==> config.mk <==
export PLATFORM = sky130hd
export DESIGN_NAME = uart_cmd_ctrl
export DESIGN_NICKNAME = d
export VERILOG_FILES = /design/src/rtl/uart_cmd_ctrl.sv
export SDC_FILE = /design/constraint.sdc
export NUM_CORES = 1
export LEC_CHECK = 0
export BUFFER_PORTS_ARGS = -buffer_cell sky130_fd_sc_hd__buf_4
export CAP_MARGIN = 40
export CELL_PAD_IN_SITES_DETAIL_PLACEMENT = 0
export CELL_PAD_IN_SITES_GLOBAL_PLACEMENT = 1
export CORE_MARGIN = 5
export CORE_UTILIZATION = 43
export CTS_CLUSTER_SIZE = 24
export DETAILED_ROUTE_END_ITERATION = 16
export PLACE_DENSITY = 0.89
export SLEW_MARGIN = 10
export SYNTH_ARGS = -nofsm -noshare
export SYNTH_HDL_FRONTEND = slang
export SYNTH_SLANG_ARGS = --single-unit
==> constraint.sdc <==
create_clock -name i_clk -period 3.4 [get_ports i_clk]
set_input_delay 0.51 -clock i_clk [delete_from_list [all_inputs] [get_ports i_clk]]
set_output_delay 0.51 -clock i_clk [all_outputs]
set_load 0.01 [all_outputs]
==> src/rtl/uart_cmd_ctrl.sv <==
// ============================================================================
// Module  : uart_cmd_ctrl
// Purpose : Parses SYNC/ADDR/DATA/CSUM byte frames from a UART receiver into
//           one-cycle register writes, flags checksum/range/timeout errors.
//           Optional ACK/NAK echo to UART TX when UART_CMD_ECHO_EN is defined.
// Revision: 1.0 - initial release
// ============================================================================
`default_nettype none

module uart_cmd_ctrl #(
  parameter int          ADDR_W      = 4,
  parameter int          TIMEOUT_CYC = 100000,
  parameter logic [7:0]  SYNC_BYTE   = 8'hA5
) (
  input  logic              i_clk,
  input  logic              i_rst,
  input  logic              i_rx_valid,
  input  logic [7:0]        i_rx_data,
  output logic              o_wr_en,
  output logic [ADDR_W-1:0] o_wr_addr,
  output logic [7:0]        o_wr_data,
  output logic              o_err,
  output logic [1:0]        o_err_code,
  output logic              o_busy,
  output logic              o_tx_valid,
  output logic [7:0]        o_tx_data,
  input  logic              i_tx_ready
);

  localparam int             CNT_W      = $clog2(TIMEOUT_CYC);
  localparam logic [CNT_W-1:0] TMO_LAST = CNT_W'(TIMEOUT_CYC - 1);
  localparam logic [8:0]     ADDR_LIMIT = 9'(1) << ADDR_W;
  localparam logic [1:0]     ERR_CSUM   = 2'b01;
  localparam logic [1:0]     ERR_RANGE  = 2'b10;
  localparam logic [1:0]     ERR_TMO    = 2'b11;

  typedef enum logic [2:0] {
    S_SYNC  = 3'd0,
    S_ADDR  = 3'd1,
    S_DATA  = 3'd2,
    S_CSUM  = 3'd3,
    S_WRITE = 3'd4
  } state_t;

  state_t           state;
  logic [7:0]       addr_byte;
  logic [7:0]       data_byte;
  logic [CNT_W-1:0] tmo_cnt;
  logic [7:0]       csum_calc;
  logic             csum_ok;
  logic             range_ok;
  logic             waiting;

  assign csum_calc = addr_byte + data_byte;
  assign csum_ok   = (csum_calc == i_rx_data);
  assign range_ok  = ({1'b0, addr_byte} < ADDR_LIMIT);
  assign waiting   = (state == S_ADDR) || (state == S_DATA) || (state == S_CSUM);
  assign o_busy    = (state != S_SYNC);

  always_ff @(posedge i_clk) begin
    if (i_rst) begin
      state      <= S_SYNC;
      addr_byte  <= '0;
      data_byte  <= '0;
      tmo_cnt    <= '0;
      o_wr_en    <= 1'b0;
      o_wr_addr  <= '0;
      o_wr_data  <= '0;
      o_err      <= 1'b0;
      o_err_code <= '0;
    end else begin
      o_wr_en <= 1'b0;
      o_err   <= 1'b0;
      if (waiting && !i_rx_valid) begin
        // Inter-byte gap inside a frame; a byte on the last cycle beats the timeout.
        if (tmo_cnt == TMO_LAST) begin
          tmo_cnt    <= '0;
          o_err      <= 1'b1;
          o_err_code <= ERR_TMO;
          state      <= S_SYNC;
        end else begin
          tmo_cnt <= tmo_cnt + CNT_W'(1);
        end
      end else begin
        tmo_cnt <= '0;
        case (state)
          S_SYNC, S_WRITE: begin
            if (i_rx_valid && (i_rx_data == SYNC_BYTE)) state <= S_ADDR;
            else                                        state <= S_SYNC;
          end
          S_ADDR: begin
            addr_byte <= i_rx_data;
            state     <= S_DATA;
          end
          S_DATA: begin
            data_byte <= i_rx_data;
            state     <= S_CSUM;
          end
          S_CSUM: begin
            if (!csum_ok) begin
              o_err      <= 1'b1;
              o_err_code <= ERR_CSUM;
              state      <= S_SYNC;
            end else if (!range_ok) begin
              o_err      <= 1'b1;
              o_err_code <= ERR_RANGE;
              state      <= S_SYNC;
            end else begin
              o_wr_en   <= 1'b1;
              o_wr_addr <= addr_byte[ADDR_W-1:0];
              o_wr_data <= data_byte;
              state     <= S_WRITE;
            end
          end
          default: state <= S_SYNC;
        endcase
      end
    end
  end

`ifdef UART_CMD_ECHO_EN
  localparam logic [7:0] ECHO_ACK = 8'h06;
  localparam logic [7:0] ECHO_NAK = 8'h15;

  // A fresh echo overrides a pending one, even if TX accepts it this cycle.
  always_ff @(posedge i_clk) begin
    if (i_rst) begin
      o_tx_valid <= 1'b0;
      o_tx_data  <= '0;
    end else if ((state == S_CSUM) && i_rx_valid) begin
      o_tx_valid <= 1'b1;
      o_tx_data  <= (csum_ok && range_ok) ? ECHO_ACK : ECHO_NAK;
    end else if (i_tx_ready) begin
      o_tx_valid <= 1'b0;
    end
  end
`else
  logic unused_tx_ready;
  assign unused_tx_ready = i_tx_ready;
  assign o_tx_valid      = 1'b0;
  assign o_tx_data       = 8'h00;
`endif

endmodule

`default_nettype wire

==> results.md <==
* Max_cap viols at 0
* Avg Cell Area, Syn at between 8 and 9 µm²
* Number of buffers inserted by hold repair at cts at 0
* Worst setup EP type: flip-flop
* Core area at ~6000 µm²
* Cell variety after synth at 48
* Commonest cells after routing, fill and taps aside: dfxtp_1 (52), nand2_1 (43), buf_4 (28)
* Final wirelength at between 5000 and 6000 µm
* Global Route Usage Sum at 0.1442
* RSZ-0062 raised after global routing: no
* Die Ht at 89.17 µm
* Site row count at 28
* Antenna cells at 0
* PostCTS Resize Cnt at 0
* Fin crit period at 2.647 ns
* Initial antenna violation count at 0
* Largest net degree at the start of global routing at 50
* Commonest non-fill, non-tap cell in the layout: dfxtp_1
* Vias at around 2,100
* Area Growth Syn to Fin at 10.35%
* I/O Pins at 38
* Layout Skew at between 0.002 and 0.003 ns
* Worst-skew pair later-pin latency at between 0.3 and 0.4 ns
* DR WL/cell at roughly 13 µm
* Clk sinks at between 50 and 60
* First-pass GRT wire length at about 9000 µm
* Clk pin slew, worst setup/hold paths at ~0.090 ns
* Initial Util at 0.4499
* Leak pwr at 1.074 nW
* Final hold vios at 0
* Port buffer count at 27
* CTS buffer count at 5
* Crit path launch type: flip-flop
* Setup Crit Path Kind: reg2reg
* FF+latch count, synth at 52
* Die ar. at between 7000 and 8000 µm²
* Number of synthesis warnings at 0
* Filler Cell Count at 583
* Max Slew Vio Count at 0
* Total power at about 0.001 W
* Critical path's top delay family: compound AO/OA/AOI/OAI gates
* DRC violations left at 0
* Crit path required time at 3.61 ns
* Critical path fanouts, max at 4
* Status: complete, no violations
* Cell Count, Final, Fillers Out at 407
* Fmax at between 0.3 and 0.4 GHz
* Setup TNS at 0 ns
* Worst path buffer plus inverter count at 0
* Period utilisation layout at 0.7785
* Slowest-stage cell, CP: fa_1
* Peak supply drop at 0.2057 mV
* Post-Syn Instances at 310
* Die Width at approximately 90 µm
* Via density at 5.093
* Post-CTS setup buffers at 0
* Worst-path cell chain: ha_1 > fa_1 > a211oi_1 > o21bai_1 > a211oi_2 > nor2_1 > or4_4 > nor3_1
* CTS Buffer Depth at 2
* Dpl cells at 400
* CTS H-tree depth at 2
* GR Overflow Total at 0
* Pwr dens at about 330 nW/µm²
* Hold Path Class: reg2reg
* Fin util at 0.4964
* Root Driver: clkbuf_8
* HPWL Detailed at ~4000 µm
* Worst Max-Slew Pin Slew at roughly 0.67 ns
* Sequential share of the synthesized area at 0.3863
* Antenna Nets Post-Route at 0
* DRT Pass-1 Iters at 4
* Cell Area, Synth at ~2700 µm²
* CP max stage delay at 0.44 ns
* TritonCTS clock tree: yes
* Final #Nets at ~350
* RePlAce Congestion at 0.7907
* Worst EP arrival at ~2.9 ns
* Fraction of final layout cells sized beyond drive strength 1 at 0.1355
* Setup violations, final at 0
* Vias in the first global route at roughly 1,900
* Initial drt markers at around 110
* Slew headroom at 0.5503
==> cells in the mapped netlist (all sizes together) <==
master / instances / share of area
nor4b: 2 / 0.0065
dlygate4sd1: 1 / 0.0033
conb: 1 / 0.0014
nand3: 14 / 0.028
o22ai: 1 / 0.0023
o41ai: 1 / 0.0033
clkbuf: 9 / 0.013
o21a: 2 / 0.0088
or4: 2 / 0.0070
nand2: 43 / 0.060
inv: 1 / 0.0014
nor4: 4 / 0.015
nand4bb: 1 / 0.0042
and4: 2 / 0.0065
a21oi: 24 / 0.046
o21ai: 3 / 0.0056
o21bai: 2 / 0.0056
a211oi: 3 / 0.010
dfxtp: 52 / 0.39
and3: 3 / 0.0074
xor2: 13 / 0.042
xnor2: 16 / 0.058
nor4bb: 1 / 0.0037
nor3: 6 / 0.011
a211o: 1 / 0.0033
nand4: 5 / 0.012
ha: 8 / 0.037
nand2b: 25 / 0.058
fa: 1 / 0.0074
or2: 1 / 0.0023
nor2: 27 / 0.038
a31oi: 1 / 0.0023
buf: 11 / 0.033
and2: 2 / 0.0046
nor2b: 3 / 0.0070
o31ai: 1 / 0.0028
mux2i: 12 / 0.045
a21o: 2 / 0.0056
or3: 3 / 0.0070
==> cells by family (layout without fill, tap and decap cells) <==
logic type,Yosys count,in the layout,synth area share
buf+inv,22,36,0.05060
other cells,1,9,0.001391
compound gates,41,41,0.09563
xor+xnor,29,29,0.09982
flops,52,52,0.3863
fa+ha+maj,9,9,0.04457
mux,12,12,0.04457
simple gates,144,144,0.2772
==> flip-flops by register name (all words and copies together) (netlist names) <==
name and count:
state 3, o_wr_en 1, o_err_code 2, tmo_cnt 17, o_wr_addr 4, o_wr_data 8
data_byte 8, addr_byte 8, o_err 1
==> final cells by class <==
cell class / count / area, µm² / share of cell area
Multi-Input combinational cell: 244 / 1548 / 0.5204
Clock buffer: 6 / 72.57 / 0.02440
Clock inverter: 1 / 5.005 / 0.001683
Tap cell: 75 / 93.84 / 0.03155
Sequential cell: 52 / 1041 / 0.3500
Inverter: 1 / 3.754 / 0.001262
Timing Repair Buffer: 28 / 210.2 / 0.07068
==> through the flow <==
stage	area [µm²]	worst slack (ns)	hold slack (ns)
2_1_floorplan	2725	1.029	0.4297
3_3_place_gp	2897	0.7811	0.4422
3_5_place_dp	2897	0.8064	0.4571
4_1_cts	2974	0.7614	0.4688
5_1_grt	2974	0.5248	0.4765
6_report	2974	0.7532	0.4748
==> path summary, 6_finish.rpt <==
path                 from         end  slack, ns  cells after the start
max          addr_byte[0]    state[2]       0.75                      8
min            tmo_cnt[0]  tmo_cnt[0]       0.47                      1
max reg2reg  addr_byte[0]    state[2]       0.75                      8
min reg2reg    tmo_cnt[0]  tmo_cnt[0]       0.47                      1
==> routing by layer <==
| layer | GRT usage | wire (µm) | vias up |
|---|---|---|---|
| li1 | - | - | 1090 |
| met1 | 0.2054 | 2831 | 936 |
| met2 | 0.2143 | 2199 | 40 |
| met3 | 0.03041 | 300 | 7 |
| met4 | 0.05277 | 77 | 0 |
| met5 | 0 | 0 | - |
==> worst register-to-register path, stage by stage, from the launching register on <==
cell      delay (ns)
dfxtp_1         0.34
ha_1            0.24
fa_1            0.44
a211oi_1        0.30
o21bai_1        0.13
a211oi_2        0.34
nor2_1          0.09
or4_4           0.42
nor3_1          0.25
==> where the power goes <==
part           switching, W  internal, W
Combinational     0.0000281    0.0000198
Clock              0.000196     0.000141
Sequential     0.0000000977     0.000608
Note: power is estimated with default switching activity, not from simulation.
